===== src/rtl/memory_dreq_issue.sv =====
// memory_dreq_issue: issues one data-bus request per memory-stage operation.
// Stores are aligned into byte lanes with a matching write strobe, the bus
// request is held through the address/data handshakes, and the raw read word
// is captured for the load-extraction logic. Misaligned accesses complete
// immediately with AdEL/AdES and never touch the bus.
//
// Bus handshake: dreq_valid is raised on entry to REQ and held, with
// dreq_addr/size/strobe/data stable, up to and including the cycle in which
// dresp_addr_ok is seen. dresp_data_ok completes the transfer, either in that
// same cycle or later while waiting; data_ok before addr_ok is ignored.
module memory_dreq_issue (
   input  logic        clk,
   input  logic        reset,
   input  logic        req_valid,
   input  logic        req_write,
   input  logic [31:0] req_addr,
   input  logic [1:0]  req_msize,
   input  logic [31:0] req_wdata,
   input  logic        stage_advance,
   output logic        dreq_valid,
   output logic [31:0] dreq_addr,
   output logic [1:0]  dreq_size,
   output logic [3:0]  dreq_strobe,
   output logic [31:0] dreq_data,
   input  logic        dresp_addr_ok,
   input  logic        dresp_data_ok,
   input  logic [31:0] dresp_data,
   output logic [31:0] raw_data,
   output logic        done,
   output logic        stall,
   output logic        adel,
   output logic        ades
);

   // Access size encoding shared with the rest of the core.
   localparam logic [1:0] MSIZE1 = 2'd0;
   localparam logic [1:0] MSIZE2 = 2'd1;
   localparam logic [1:0] MSIZE4 = 2'd2;

   typedef enum logic [1:0] {
      S_IDLE = 2'd0,
      S_REQ  = 2'd1,
      S_WAIT = 2'd2,
      S_DONE = 2'd3
   } state_t;

   state_t      state_q, state_d;
   logic [31:0] addr_q, addr_d;
   logic [1:0]  size_q, size_d;
   logic [3:0]  strobe_q, strobe_d;
   logic [31:0] data_q, data_d;
   logic [31:0] raw_q, raw_d;
   logic        adel_q, adel_d;
   logic        ades_q, ades_d;

   logic [1:0]  offset;
   logic        aligned;
   logic [3:0]  lane_strobe;
   logic [31:0] lane_data;

   // Alignment check and store-lane placement for the incoming request.
   always_comb begin
      offset      = req_addr[1:0];
      aligned     = 1'b0;
      lane_strobe = 4'b0000;
      lane_data   = 32'h0;
      case (req_msize)
         MSIZE1: begin
            aligned     = 1'b1;
            lane_strobe = 4'b0001 << offset;
            lane_data   = {4{req_wdata[7:0]}};
         end
         MSIZE2: begin
            aligned     = ~offset[0];
            lane_strobe = 4'b0011 << offset;
            lane_data   = {2{req_wdata[15:0]}};
         end
         MSIZE4: begin
            aligned     = (offset == 2'b00);
            lane_strobe = 4'b1111;
            lane_data   = req_wdata;
         end
         default: begin
            aligned     = 1'b0;
            lane_strobe = 4'b0000;
            lane_data   = 32'h0;
         end
      endcase
      // Loads never write: no lanes enabled and no data driven.
      if (!req_write) begin
         lane_strobe = 4'b0000;
         lane_data   = 32'h0;
      end
   end

   // Next-state and register-update decisions for the request FSM.
   always_comb begin
      state_d  = state_q;
      addr_d   = addr_q;
      size_d   = size_q;
      strobe_d = strobe_q;
      data_d   = data_q;
      raw_d    = raw_q;
      adel_d   = adel_q;
      ades_d   = ades_q;
      case (state_q)
         S_IDLE: begin
            if (req_valid) begin
               addr_d   = req_addr;
               size_d   = req_msize;
               strobe_d = lane_strobe;
               data_d   = lane_data;
               if (aligned) begin
                  state_d = S_REQ;
               end else begin
                  // Fault completes at once; no bus traffic, no read data.
                  state_d = S_DONE;
                  adel_d  = ~req_write;
                  ades_d  = req_write;
                  raw_d   = 32'h0;
               end
            end
         end
         S_REQ: begin
            if (dresp_addr_ok && dresp_data_ok) begin
               raw_d   = dresp_data;
               state_d = S_DONE;
            end else if (dresp_addr_ok) begin
               state_d = S_WAIT;
            end
         end
         S_WAIT: begin
            if (dresp_data_ok) begin
               raw_d   = dresp_data;
               state_d = S_DONE;
            end
         end
         S_DONE: begin
            // A request arriving with stage_advance waits for IDLE.
            if (stage_advance) begin
               state_d = S_IDLE;
               adel_d  = 1'b0;
               ades_d  = 1'b0;
            end
         end
         default: state_d = S_IDLE;
      endcase
   end

   // State and latched-argument registers; reset abandons any transfer.
   always_ff @(posedge clk or posedge reset) begin
      if (reset) begin
         state_q  <= S_IDLE;
         addr_q   <= 32'h0;
         size_q   <= 2'b00;
         strobe_q <= 4'b0000;
         data_q   <= 32'h0;
         raw_q    <= 32'h0;
         adel_q   <= 1'b0;
         ades_q   <= 1'b0;
      end else begin
         state_q  <= state_d;
         addr_q   <= addr_d;
         size_q   <= size_d;
         strobe_q <= strobe_d;
         data_q   <= data_d;
         raw_q    <= raw_d;
         adel_q   <= adel_d;
         ades_q   <= ades_d;
      end
   end

   // Outputs decode registered state; only stall looks at req_valid.
   always_comb begin
      dreq_valid  = (state_q == S_REQ);
      dreq_addr   = addr_q;
      dreq_size   = size_q;
      dreq_strobe = strobe_q;
      dreq_data   = data_q;
      raw_data    = raw_q;
      done        = (state_q == S_DONE);
      adel        = adel_q;
      ades        = ades_q;
      stall       = (state_q == S_REQ) || (state_q == S_WAIT) ||
                    ((state_q == S_IDLE) && req_valid);
   end

endmodule


===== config.mk =====
export PLATFORM = sky130hd
export DESIGN_NAME = memory_dreq_issue
export DESIGN_NICKNAME = d
export VERILOG_FILES = /design/src/rtl/memory_dreq_issue.sv
export SDC_FILE = /design/constraint.sdc
export NUM_CORES = 1
export LEC_CHECK = 0
export CAP_MARGIN = 40
export CELL_PAD_IN_SITES_DETAIL_PLACEMENT = 1
export CELL_PAD_IN_SITES_GLOBAL_PLACEMENT = 1
export CORE_UTILIZATION = 28
export CTS_CLUSTER_DIAMETER = 200
export DETAILED_ROUTE_END_ITERATION = 10
export GPL_ROUTABILITY_DRIVEN = 0
export GPL_TIMING_DRIVEN = 1
export PLACE_DENSITY = 0.85
export SLEW_MARGIN = 20
export SYNTH_ARGS = -nofsm -noshare
export SYNTH_HDL_FRONTEND = slang
export SYNTH_SLANG_ARGS = --single-unit

===== constraint.sdc =====
create_clock -name clk -period 3.7 [get_ports clk]
set_input_delay 0.74 -clock clk [delete_from_list [all_inputs] [get_ports clk]]
set_output_delay 0.74 -clock clk [all_outputs]
set_load 0.01 [all_outputs]

==> run_results.csv <==
group,metric,value,unit
synthesis,netlist.area_leader.share,56.2,%
routing,routedWlPerCell,17.2,µm
hold_path,hp-class,"reg2reg",
sta,timing.final.max_slew_violations,0,
setup_path,setup_crit_start_kind,"input pin",
setup_path,crit-reg2reg-capture,"raw_data[10]",
clock_network,root_buffer,"sky130_fd_sc_hd__clkbuf_16",
finish,register_area,2650,µm²
setup_path,cp_data_arrival_time,2.04,ns
global_routing,all_layer_global_routing_usage,17.5,%
routing,count_of_vias_placed_by_the_detailed_router,3906,
sta,setup_total_negative_slack,0,ns
setup_path,cp_max_fo,5,
finish,final.fill_count,1773,
setup_path,r2r_setup_slack,1.65,ns
setup_path,critical_path_buf_inv_count,2,
finish,multi_input_comb_area,1790,µm²
setup_path,critPathCaptureType,"output pin",
sta,timing.final.setup_violations,0,
setup_path,worst-endpoint-required,2.96,ns
setup_path,crit_start,"req_valid",
sta,clock.fmax,359,MHz
synthesis,synthArstFlopShare,100,%
clock_network,cts.repair.resized,0,
routing,remaining_routing_drc_violations,0,
setup_path,critical_path_top_delay_cell,"sky130_fd_sc_hd__clkdlybuf4s50_1",
clock_network,clock_insertion_delay_worst_skew,0.35,ns
outcome,status,"complete, no violations",
synthesis,synth_compound_gate_area_share,10.2,%
run,timing.max_cap.violations,0,
clock_network,cts_made_buffers,9,
global_routing,grt_pass1_wl,24.0,mm
die,die-width,132,µm
sta,rsz0062_at_grt,"no",
setup_path,critPathMostFrequentCell,"sky130_fd_sc_hd__clkdlybuf4s50_1",
power,power.ir.vdd_worst,0.494,mV
synthesis,post_synth_fa_ha_maj_area_fraction,1.33,%
sta,number_of_hold_violations_in_the_final_report,0,
synthesis,synth_sequential_area_ratio,56.2,%
synthesis,yosys.cell_types.count,29,
routing,detailed_router_iteration_count_before_antenna_repair,4,
routing,postRouteWirelength,14.6,mm
global_routing,grt_start_max_net_pins,71,
synthesis,synth.cells.most_frequent,"sky130_fd_sc_hd__dfrtp_1, sky130_fd_sc_hd__nand2_1, sky130_fd_sc_hd__mux2i_1, sky130_fd_sc_hd__inv_1, sky130_fd_sc_hd__mux2_2",
global_routing,first_global_vias,4392,
synthesis,synthesis.instances,418,
die,floorplan.initialDensity,28.6,%
setup_path,timing.rr.start,"state_q[1]",
power,report.power.total,6.06,mW
synthesis,ys_top_cells_by_area,"sky130_fd_sc_hd__dfrtp_1, sky130_fd_sc_hd__mux2i_1, sky130_fd_sc_hd__mux2_2",
setup_path,crit_path_cell_trace,"clkdlybuf4s50_1, nand2_2, nand2b_1, clkdlybuf4s50_1",
die,number_of_standard_cell_rows_in_the_floorplan,47,
synthesis,synth_fp_nets,528,
sta,final_period_minus_worst_setup_slack,2.78,ns
placed_design,place_hpwl,11.0,mm
finish,post_route_cells_drive_above_1_share,10.4,%
sta,hold_ws,0.489,ns
clock_network,tritoncts,"yes",
sta,tightest_slew,0.536,ns
clock_network,cts_max_path_buffers,2,
setup_path,timing_worst_setup_path_type,"in2out",
synthesis,synth-main-ff-cell,"sky130_fd_sc_hd__dfrtp_1",
clock_network,number_of_buffers_inserted_by_post_cts_setup_repair,0,
clock_network,clkSlewWorstSetupHoldPaths,0.07,ns
synthesis,yosys_warnings,0,
clock_network,cts_hold_buf,0,
sta,slew_headroom,64.3,%
die,die_h,132,µm
synthesis,synthesis.area_per_instance,11.3,µm²
sta,skew_final,0.0123,ns
global_routing,grt_overflow_total,0,
routing,antenna_left,0,
finish,antenna-diode-count,0,
synthesis,yosys.area.top_type,"sky130_fd_sc_hd__dfrtp_1",
setup_path,cpLargestDelayFamily,"buffers and inverters",
clock_network,cts_num_sinks,106,
synthesis,synth-edff-count,0,
synthesis,post_synth_instance_area,4720,µm²
power,pwr_density_cell,820,nW/µm²
global_routing,antenna_found_initial,0,
power,static-leakage-power,3.32,nW
synthesis,post_synth_xor_xnor_area,0,%
sta,final_min_period_over_clock_period,75.3,%
clock_network,cts_htree_levels,3,
die,die_footprint,17400,µm²
setup_path,critical_path.max_stage_delay,0.58,ns
finish,synthToLayoutAreaGrowth,56.5,%
routing,drt-vias-per-instance,4.58,
die,core_area,16500,µm²
synthesis,dominant_combinational_cell_family_by_area_after_synthesis,"multiplexers",
synthesis,cell_with_the_most_instances_after_synthesis,"sky130_fd_sc_hd__dfrtp_1",
setup_path,cp_num_cells,4,
routing,detailedRoute.firstIterationViolations,123,
die,floorplan.io_pins,212,
setup_path,worst-r2r-cell-count,6,
synthesis,area_share_of_and_or_nand_nor_cells_after_synthesis,8.83,%
placed_design,numPortBuffers,211,
synthesis,synth.mux.area_fraction,17.5,%
synthesis,number_of_synthesized_register_bits,106,
finish,fin_nets,737,
setup_path,worst_setup_path_endpoint,"stall",
[registers in the layout, summed over array words and instances (netlist names)]
| register | count |
|---|---|
| adel | 1 |
| ades | 1 |
| dreq_addr | 32 |
| dreq_data | 32 |
| dreq_size | 2 |
| dreq_strobe | 4 |
| raw_data | 32 |
| state_q | 2 |
[layout by cell type (no fill, tap or decap), types with 2 or more instances in the layout]
cell	netlist	routed
sky130_fd_sc_hd__inv_1	39	38
sky130_fd_sc_hd__nor2_1	13	13
sky130_fd_sc_hd__nand2_1	60	59
sky130_fd_sc_hd__mux2i_1	43	43
sky130_fd_sc_hd__dfrtp_1	106	106
sky130_fd_sc_hd__mux2_2	35	35
sky130_fd_sc_hd__a22o_1	16	16
sky130_fd_sc_hd__clkbuf_16	0	9
sky130_fd_sc_hd__a21o_1	8	8
sky130_fd_sc_hd__buf_4	0	8
sky130_fd_sc_hd__nand2b_1	4	4
sky130_fd_sc_hd__ha_1	5	5
sky130_fd_sc_hd__o22ai_1	2	2
sky130_fd_sc_hd__nor2b_1	11	11
sky130_fd_sc_hd__o21ai_0	23	23
sky130_fd_sc_hd__clkdlybuf4s50_1	0	211
sky130_fd_sc_hd__nand3_1	2	2
sky130_fd_sc_hd__a21oi_1	18	18
sky130_fd_sc_hd__inv_6	0	2
[layout make-up]
cell class | count | area share (%)
flip-flops and latches | 106 | 35.9
repair buffers | 221 | 30.1
multi-input cells | 250 | 24.2
well taps | 220 | 3.73
clock buffers | 11 | 3.29
inverters | 39 | 2.02
clock inverters | 5 | 0.813
[worst min-delay path: cells and delay by family, from the launching register on]
kind             cells  cell delay, ns
and+or+nand+nor      2            0.11
DFF                  1            0.35
[cells by family (layout without fill, tap and decap cells)]
group                      after synthesis  count (layout)
AOI/OAI and AO/OA                       72              72
adders and majority gates                5               5
buffers and inverters                   62             276
DFF                                    106             106
muxes                                   78              78
and+or+nand+nor                         95              95
[stage by stage]
| step | setup slack [ns] | util, % | cell area, µm² | instances |
|---|---|---|---|---|
| floorplan | 0.171 | - | 4720 | 418 |
| global placement | 0.893 | 42.7 | 7050 | 835 |
| detailed placement | 0.890 | 42.7 | 7050 | 835 |
| CTS | 0.881 | 44.5 | 7360 | 851 |
| global route | 0.827 | 44.7 | 7380 | 852 |
| finish | 0.915 | 44.7 | 7380 | 852 |
[worst min path at each step]
stage / start / to / slack [ns] / depth (start not counted)
CTS: dreq_strobe[1] / dreq_strobe[1] / 0.50 / 2
detailed placement: dreq_data[26] / dreq_data[26] / 0.48 / 2
floorplan: dreq_strobe[0] / dreq_strobe[0] / 0.51 / 2
finish: dreq_strobe[1] / dreq_strobe[1] / 0.49 / 2
global route: dreq_strobe[1] / dreq_strobe[1] / 0.52 / 2
global placement: dreq_strobe[0] / dreq_strobe[0] / 0.45 / 2
[power by group]
part | switching [mW] | internal, mW | total (mW)
sequential | 0.322 | 1.71 | 2.03
combinational | 1.35 | 1.68 | 3.03
clock | 0.453 | 0.549 | 1.00
[metal layers]
metal	vias to the layer above	wire, µm	track usage, %
met1	1939	5920	20.4
met3	16	1000	5.34
li1	1807	-	-
met2	144	7470	30.6
met4	0	222	5.75
met5	-	0	0
Power figures use the tool's default switching activity.
